File: config.mk
export PLATFORM = sky130hd
export DESIGN_NAME = nibble_adder_seq_flat
export DESIGN_NICKNAME = d
export VERILOG_FILES = /design/src/rtl/nibble_adder_seq_if.sv /design/src/rtl/nibble_adder_seq.sv /design/src/flat_wrapper.sv
export SDC_FILE = /design/constraint.sdc
export NUM_CORES = 1
export LEC_CHECK = 0
export ABC_AREA = 0
export ABC_CLOCK_PERIOD_IN_PS = 3000
export BUFFER_PORTS_ARGS = -buffer_cell sky130_fd_sc_hd__buf_2
export CAP_MARGIN = 20
export CORE_UTILIZATION = 50
export DETAILED_ROUTE_END_ITERATION = 10
export PLACE_DENSITY = 0.72
export SYNTH_ARGS = -nofsm -noshare
export SYNTH_HDL_FRONTEND = slang
export SYNTH_SLANG_ARGS = --single-unit
export TNS_END_PERCENT = 5
File: constraint.sdc
create_clock -name clk -period 3 [get_ports clk]
set_input_delay 0.75 -clock clk [delete_from_list [all_inputs] [get_ports clk]]
set_output_delay 0.75 -clock clk [all_outputs]
set_load 0.02 [all_outputs]
File: src/rtl/nibble_adder_seq_if.sv
// nibble_adder_seq_if: operand request and result handshake bundle for nibble_adder_seq
// Ports: in_valid/in_ready/a/b/cin/sub carry the request; out_valid/out_ready/sum/cout carry the result.
// master = operand source plus result consumer, slave = the adder.
interface nibble_adder_seq_if #(parameter int W = 16);
   logic         in_valid;
   logic         in_ready;
   logic [W-1:0] a;
   logic [W-1:0] b;
   logic         cin;
   logic         sub;
   logic         out_valid;
   logic         out_ready;
   logic [W-1:0] sum;
   logic         cout;
   modport master (
      output in_valid, a, b, cin, sub, out_ready,
      input  in_ready, out_valid, sum, cout
   );
   modport slave (
      input  in_valid, a, b, cin, sub, out_ready,
      output in_ready, out_valid, sum, cout
   );
endinterface

File: src/rtl/nibble_adder_seq.sv
// nibble_adder_seq: nibble-serial adder/subtractor sharing one 4-bit add stage over four cycles
// Ports: clk, rst_n (async active-low); bus = request/result handshake (slave side); busy = not IDLE.
module nibble_adder_seq #(
   parameter int NIB_W = 4,
   parameter int N_NIB = 4
) (
   input  logic                clk,
   input  logic                rst_n,
   nibble_adder_seq_if.slave   bus,
   output logic                busy
);
   localparam int W = NIB_W * N_NIB;
   localparam int CW = (N_NIB > 1) ? $clog2(N_NIB) : 1;
   localparam logic [CW-1:0] LAST = CW'(N_NIB - 1);
   typedef enum logic [1:0] {IDLE, RUN, DONE} state_t;
   state_t state, state_nxt;
   logic [W-1:0] a_r, b_r, sum_r;
   logic carry, cout_r;
   logic [CW-1:0] cnt;
   logic [NIB_W-1:0] a_nib, b_nib, s_nib;
   logic c_nib;
   assign a_nib = a_r[cnt*NIB_W +: NIB_W];
   assign b_nib = b_r[cnt*NIB_W +: NIB_W];
   assign {c_nib, s_nib} = {1'b0, a_nib} + {1'b0, b_nib} + (NIB_W+1)'(carry);
   assign bus.sum = sum_r;
   assign bus.cout = cout_r;
   always_ff @(posedge clk or negedge rst_n)
      if (!rst_n) state <= IDLE;
      else state <= state_nxt;
   // The unused encoding falls back to IDLE.
   always_comb begin
      state_nxt = (state == RUN || state == DONE) ? state : IDLE;
      if (state == IDLE && bus.in_valid) state_nxt = RUN;
      if (state == RUN && cnt == LAST) state_nxt = DONE;
      if (state == DONE && bus.out_ready) state_nxt = IDLE;
      bus.in_ready = state == IDLE;
      bus.out_valid = state == DONE;
      busy = state != IDLE;
   end
   // Subtraction is a + ~b + 1, so the mode is folded into b_r and carry at capture.
   always_ff @(posedge clk or negedge rst_n)
      if (!rst_n) begin
         a_r <= '0;
         b_r <= '0;
         carry <= 1'b0;
         cnt <= '0;
         sum_r <= '0;
         cout_r <= 1'b0;
      end else if (state == IDLE && bus.in_valid) begin
         a_r <= bus.a;
         b_r <= bus.sub ? ~bus.b : bus.b;
         carry <= bus.sub | bus.cin;
         cnt <= '0;
      end else if (state == RUN) begin
         sum_r[cnt*NIB_W +: NIB_W] <= s_nib;
         carry <= c_nib;
         cnt <= cnt + 1'b1;
         if (cnt == LAST) cout_r <= c_nib;
      end
endmodule

File: src/flat_wrapper.sv
// flat-port wrapper written by rule: the top's interface ports become plain ports
module nibble_adder_seq_flat 
#(
   parameter int NIB_W = 4,
   parameter int N_NIB = 4
)
  (clk, rst_n, busy, bus_in_valid, bus_a, bus_b, bus_cin, bus_sub, bus_out_ready, bus_in_ready, bus_out_valid, bus_sum, bus_cout);
  nibble_adder_seq_if bus_i ();
  input  logic clk;
  input  logic rst_n;
  output logic busy;
  input wire logic [$bits(bus_i.in_valid)-1:0] bus_in_valid;
  input wire logic [$bits(bus_i.a)-1:0] bus_a;
  input wire logic [$bits(bus_i.b)-1:0] bus_b;
  input wire logic [$bits(bus_i.cin)-1:0] bus_cin;
  input wire logic [$bits(bus_i.sub)-1:0] bus_sub;
  input wire logic [$bits(bus_i.out_ready)-1:0] bus_out_ready;
  output wire logic [$bits(bus_i.in_ready)-1:0] bus_in_ready;
  output wire logic [$bits(bus_i.out_valid)-1:0] bus_out_valid;
  output wire logic [$bits(bus_i.sum)-1:0] bus_sum;
  output wire logic [$bits(bus_i.cout)-1:0] bus_cout;
  assign bus_i.in_valid = bus_in_valid;
  assign bus_i.a = bus_a;
  assign bus_i.b = bus_b;
  assign bus_i.cin = bus_cin;
  assign bus_i.sub = bus_sub;
  assign bus_i.out_ready = bus_out_ready;
  assign bus_in_ready = bus_i.in_ready;
  assign bus_out_valid = bus_i.out_valid;
  assign bus_sum = bus_i.sum;
  assign bus_cout = bus_i.cout;
  nibble_adder_seq #(.NIB_W(NIB_W), .N_NIB(N_NIB)) u_core (.clk(clk), .rst_n(rst_n), .bus(bus_i), .busy(busy));
endmodule
# Word level (Yosys, flattened, before mapping)
# Index checks and enable logic that the tools add are counted.
# word_totals
latchBits,0
out_inout_bits,20
regBits,54
in_bits,38
rom_bits,0
memories,0
wordCells,41
mem_bits_rw,0
# classes
div_mod_pow,0
reduce_logical,9
n_lt_le_gt_ge,0
add_sub_neg,4
n_bitwise,3
n_shift,4
muxes,10
eq_ne,4
mul,0
# ops
operator,n
negator 4 -> 34 bit,1
"variable shift 4 x 34 -> 16 bit, first input constant",1
variable part select 4 x 34 -> 16 bit,1
variable part select 16 x 5 -> 4 bit,2
bitwise mux 16 bit,1
two-way mux 16 bit,1
NOT 16 bit,1
two-way mux 2 bit,6
adder 4 x 4 -> 5 bit,1
adder 5 x 1 -> 5 bit,1
"== test 2 bit, second input constant",2
"inequality test 4 bit, second input constant",1
nonzero test 2 bit,2
logical AND 1 bit,3
AND reduction 3 bit,1
"adder 2 x 1 -> 2 bit, second input constant",1
"== test 2 x 1 -> 1 bit, second input constant",1
logical NOT 2 bit,1
two-way mux 1 bit,2
AND reduction 2 bit,1
logical OR 1 bit,1
NOT 1 bit,1
bitwise OR 1 bit,1

# Longest topological paths before layout
# depth
ltp_word,6
mapped_depth,8
depth_no_buf,6

# Worst setup path after synthesis
# Ideal clock, no wire load.
# synth_timing
path_kind,reg2reg
start,register u_core.cnt[0]
end,register u_core.cout_r (netlist: u_core.bus.cout)
n_path_buf,2
setup_ns,0.140
stages_incl_launch_ff,9
required_time_ns,2.860
setup_slack_ns,0.373
arrival_ns,2.487
path_cell_list,dfrtp_1 > buf_6 > buf_4 > mux4_2 > fa_1 > fa_1 > a21o_1 > a21oi_1 > a41oi_1
# synth_between
elab_chain_len,3
elab_cells_between_ends,6
cone_classes,add/sub: 2; eq/ne: 1; shift: 2; reduce/logical: 1
# synth_rtl
element,line_no,source
start: declaration,nibble_adder_seq.sv:19,logic [CW-1:0] cnt;
start signal: assignment,nibble_adder_seq.sv:57,cnt <= cnt + 1'b1;
variable part select 16 x 5 -> 4 bit (on tied branches),"nibble_adder_seq.sv:22, nibble_adder_seq.sv:23",
adder 4 x 4 -> 5 bit,nibble_adder_seq.sv:24,"assign {c_nib, s_nib} = {1'b0, a_nib} + {1'b0, b_nib} + (NIB_W+1)'(carry);"
adder 5 x 1 -> 5 bit,nibble_adder_seq.sv:24,
end signal: assignment,nibble_adder_seq.sv:58,if (cnt == LAST) cout_r <= c_nib;
end: declaration,nibble_adder_seq.sv:18,"logic carry, cout_r;"
# Parallel ways exist; a longest one is shown, timed or not.
# A chain may end at the register's enable or synchronous reset.

# Final worst setup path
# layout_timing
start,register u_core.cnt[1]
end,register u_core.cout_r (netlist: u_core.bus.cout)
# Same word-level chain as after synthesis.

==> out/qor.csv <==
stage,metric,value,unit
status,run status,"complete, no violations",
layout,fin nets,321,
routing,via density per instance,5.196,
routing,DRT iter0 DRCs,52,
routing,drt total wl,4.687,mm
floorplan,Core Region,5107,um2
layout,Area Overhead vs Synth,17.07,%
flow_run,maxcap violations,0,
timing,Final setup viols,0,
clocking,CTS H-Tree Depth,2,
timing,Tmin final,2.585,ns
routing,# DRC,0,
worst_setup_path,worst setup path start,u_core.cnt[1],
layout,"most common cell after layout, fill and taps aside",buf_2,
clocking,worst-skew pair later-pin latency,0.31,ns
synth,"Net Count, Synth",263,
timing,fin. max-slew vios,0,
pwr,Switching Fraction,41.04,%
timing,Fmax,0.3869,GHz
worst_setup_path,Setup CP Type,reg2reg,
synth,post-synthesis cell area,2646,um2
worst_setup_path,Worst path max stage delay,0.66,ns
floorplan,num rows,26,
routing,DRT Pass-1 Iters,4,
place,DP HPWL,3.631,mm
clocking,clock-pin slew on the worst setup and hold paths,0.09,ns
clocking,Clock Tree Root,clkbuf_8,
timing,Max transition margin,67.31,%
clocking,worst-case clock buffer depth,2,
routing,via count,1772,
synth,yosys warns,0,
synth,Synth area leader,dfrtp_1,
clocking,CTS tree,yes,
synth,"top cells by area, synth","dfrtp_1 (51%), mux4_2 (6.8%), xnor2_1 (5.6%), ha_1 (5.2%), mux2_1 (4.7%)",
synth,cells after synthesis,212,
worst_setup_path,critical path data required time,3.16,ns
synth,Post-synth ARST share,100.0,%
worst_setup_path,Reg-to-Reg Start,u_core.cnt[1],
worst_setup_path,CP max-delay cell,dfrtp_1,
clocking,Resize count post-CTS,0,
clocking,Hold Buf Count CTS,0,
worst_setup_path,crit path cell chain,mux4_2 -> fa_1 -> fa_1 -> a21o_1 -> a21oi_1 -> a41oi_1,
place,PortBufs,57,
worst_setup_path,CP dominant cell by count,fa_1,
place,GPL Wtd Cong,0.7358,
pwr,Clock Power Share,12.3,%
routing,ANT nets after route,0,
global_route,grt ovf,0,
timing,RSZ-0062 raised after global routing,no,
worst_setup_path,Worst Setup Start Kind,flop,
synth,"Distinct cells, synth",34,
clocking,CTS Buf Count,5,
global_route,antenna violations before repair,0,
synth,Mapped Avg Cell Area,12.48,um2
pwr,sequential share of power,37.1,%
synth,share of the synthesized area in the top cell type,51.06,%
floorplan,IO Pins,58,
timing,Clock Skew,0.007507,ns
layout,design area,3098,um2
global_route,vias in the first global route,1699,
global_route,first-pass GRT wire length,7.859,mm
timing,final setup TNS,0,ns
synth,sequential fraction of the synthesis area,51.06,%
pwr,Switching Power,1.324,mW
pwr,Pleak,1.468,nW
clocking,CTS Sinks,54,
worst_setup_path,crit path DAT,2.74,ns
layout,most frequent cells in the layout,"buf_2 (57), dfrtp_1 (54), nand2_1 (29), xnor2_1 (17), a22o_1 (12)",
timing,Slew @ Worst Pin,0.4904,ns
pwr,combinational group share of total power,50.5,%
floorplan,Chip Height,74.75,um
pwr,PwrDens,1041,nW/um2
layout,fraction of layout cells with a size suffix above 1,31.37,%
worst_setup_path,"Max FO, Critical Path",12,
global_route,largest net degree at the start of global routing,54,
routing,WL/cell,13.74,um
synth,Post-synth EDFFs,0,
floorplan,chip width,74.75,um
pwr,internal power,1.902,mW
synth,prevailing post-synth register cell,dfrtp_1,
min_path,Min-Delay Path Class,in2async,
global_route,Tot GR Track Use,19.07,%
place,Placed Area,3008,um2
clocking,# Post-CTS Setup Buffers,0,
floorplan,initial core utilization,51.81,%
timing,Fin. Hold Viols,0,
floorplan,full die area,5588,um2
layout,ANT cells,0,
timing,fin crit share,86.16,%
synth,register bit total from synthesis,54,
worst_setup_path,crit end category,flop,
pwr,Worst VDD drop,0.0004313,V
==> sequential cells by signal, indices dropped and copies added (netlist names) <==
| register | count |
|---|---|
| u_core.b_r | 16 |
| u_core.bus.sum | 16 |
| u_core.carry | 1 |
| u_core.bus.cout | 1 |
| u_core.a_r | 16 |
| u_core.state | 2 |
| u_core.cnt | 2 |
==> area by class of cell <==
type / count / area (um2)
sequential: 54 / 1351
clock buffer: 5 / 68.82
multi-input combinational: 142 / 1215
clock inverter: 3 / 21.27
timing repair buffer: 62 / 335.3
fill: 438 / 2009
tap: 70 / 87.58
inverter: 5 / 18.77
==> path summary, 6_finish.rpt <==
path	endpoint	slack, ns	depth (start not counted)
max reg2reg	u_core.bus.cout	0.42	6
max in group asynchronous	u_core.bus.sum[15]	1.99	2
min in group clk	u_core.b_r[8]	0.49	2
min	u_core.bus.sum[12]	0.38	1
max	u_core.bus.cout	0.42	6
min reg2reg	u_core.b_r[8]	0.49	2
==> worst max-delay path: cells and delay by family (launching register included) <==
kind	cells	cell delay, ns
multiplexers	1	0.40
adder cells (fa/ha/maj)	2	0.88
flip-flops	1	0.66
AO/OA/AOI/OAI	3	0.51
==> per-layer routing <==
metal  track usage, %  wire length [um]  part of all wire, %  vias up
met3            4.418               169                  3.6        8
met2            31.73              2280                   49       43
met5                0                 0                    0        -
met1            24.44              2152                   46      847
met4            7.128                84                  1.8        0
li1                 -                 -                    -      874
==> power groups by stage <==
stage	logic [mW]	clock network [mW]	registers (mW)
floorplan	1.16	0	1.22
global placement	1.61	0	1.20
detailed placement	1.63	0	1.22
CTS	1.64	0.412	1.20
global route	1.79	0.438	1.24
finish	1.63	0.397	1.20
==> kinds of logic (layout without fill, tap and decap cells) <==
logic type	Yosys count	after routing	share of synthesized area (%)
compound gates	45	45	11.54
xor+xnor	18	18	5.957
fa+ha+maj	13	13	6.714
buf+inv	16	75	3.026
flops	54	54	51.06
mux	25	25	14.00
simple gates	41	41	7.707
==> Yosys cell counts (5+ instances only) <==
master / number
dfrtp_1: 54
o21ai_1: 9
mux2_2: 5
o21ai_0: 8
inv_1: 5
mux2_1: 11
xnor2_1: 17
mux4_2: 8
ha_1: 11
nand2_1: 29
a22o_1: 12
==> through the flow <==
stage,std cells,power [mW],util [%],hold WS (ns),setup WS (ns)
finish,341,3.226,60.66,0.3799,0.4153
global route,341,3.472,60.66,0.4081,0.2818
global placement,333,2.813,58.89,0.4611,0.5132
CTS,341,3.252,60.66,0.3882,0.4401
floorplan,212,2.380,-,0.4446,0.3726
detailed placement,333,2.848,58.89,0.4670,0.4401
(Power assumes the default switching activity.)
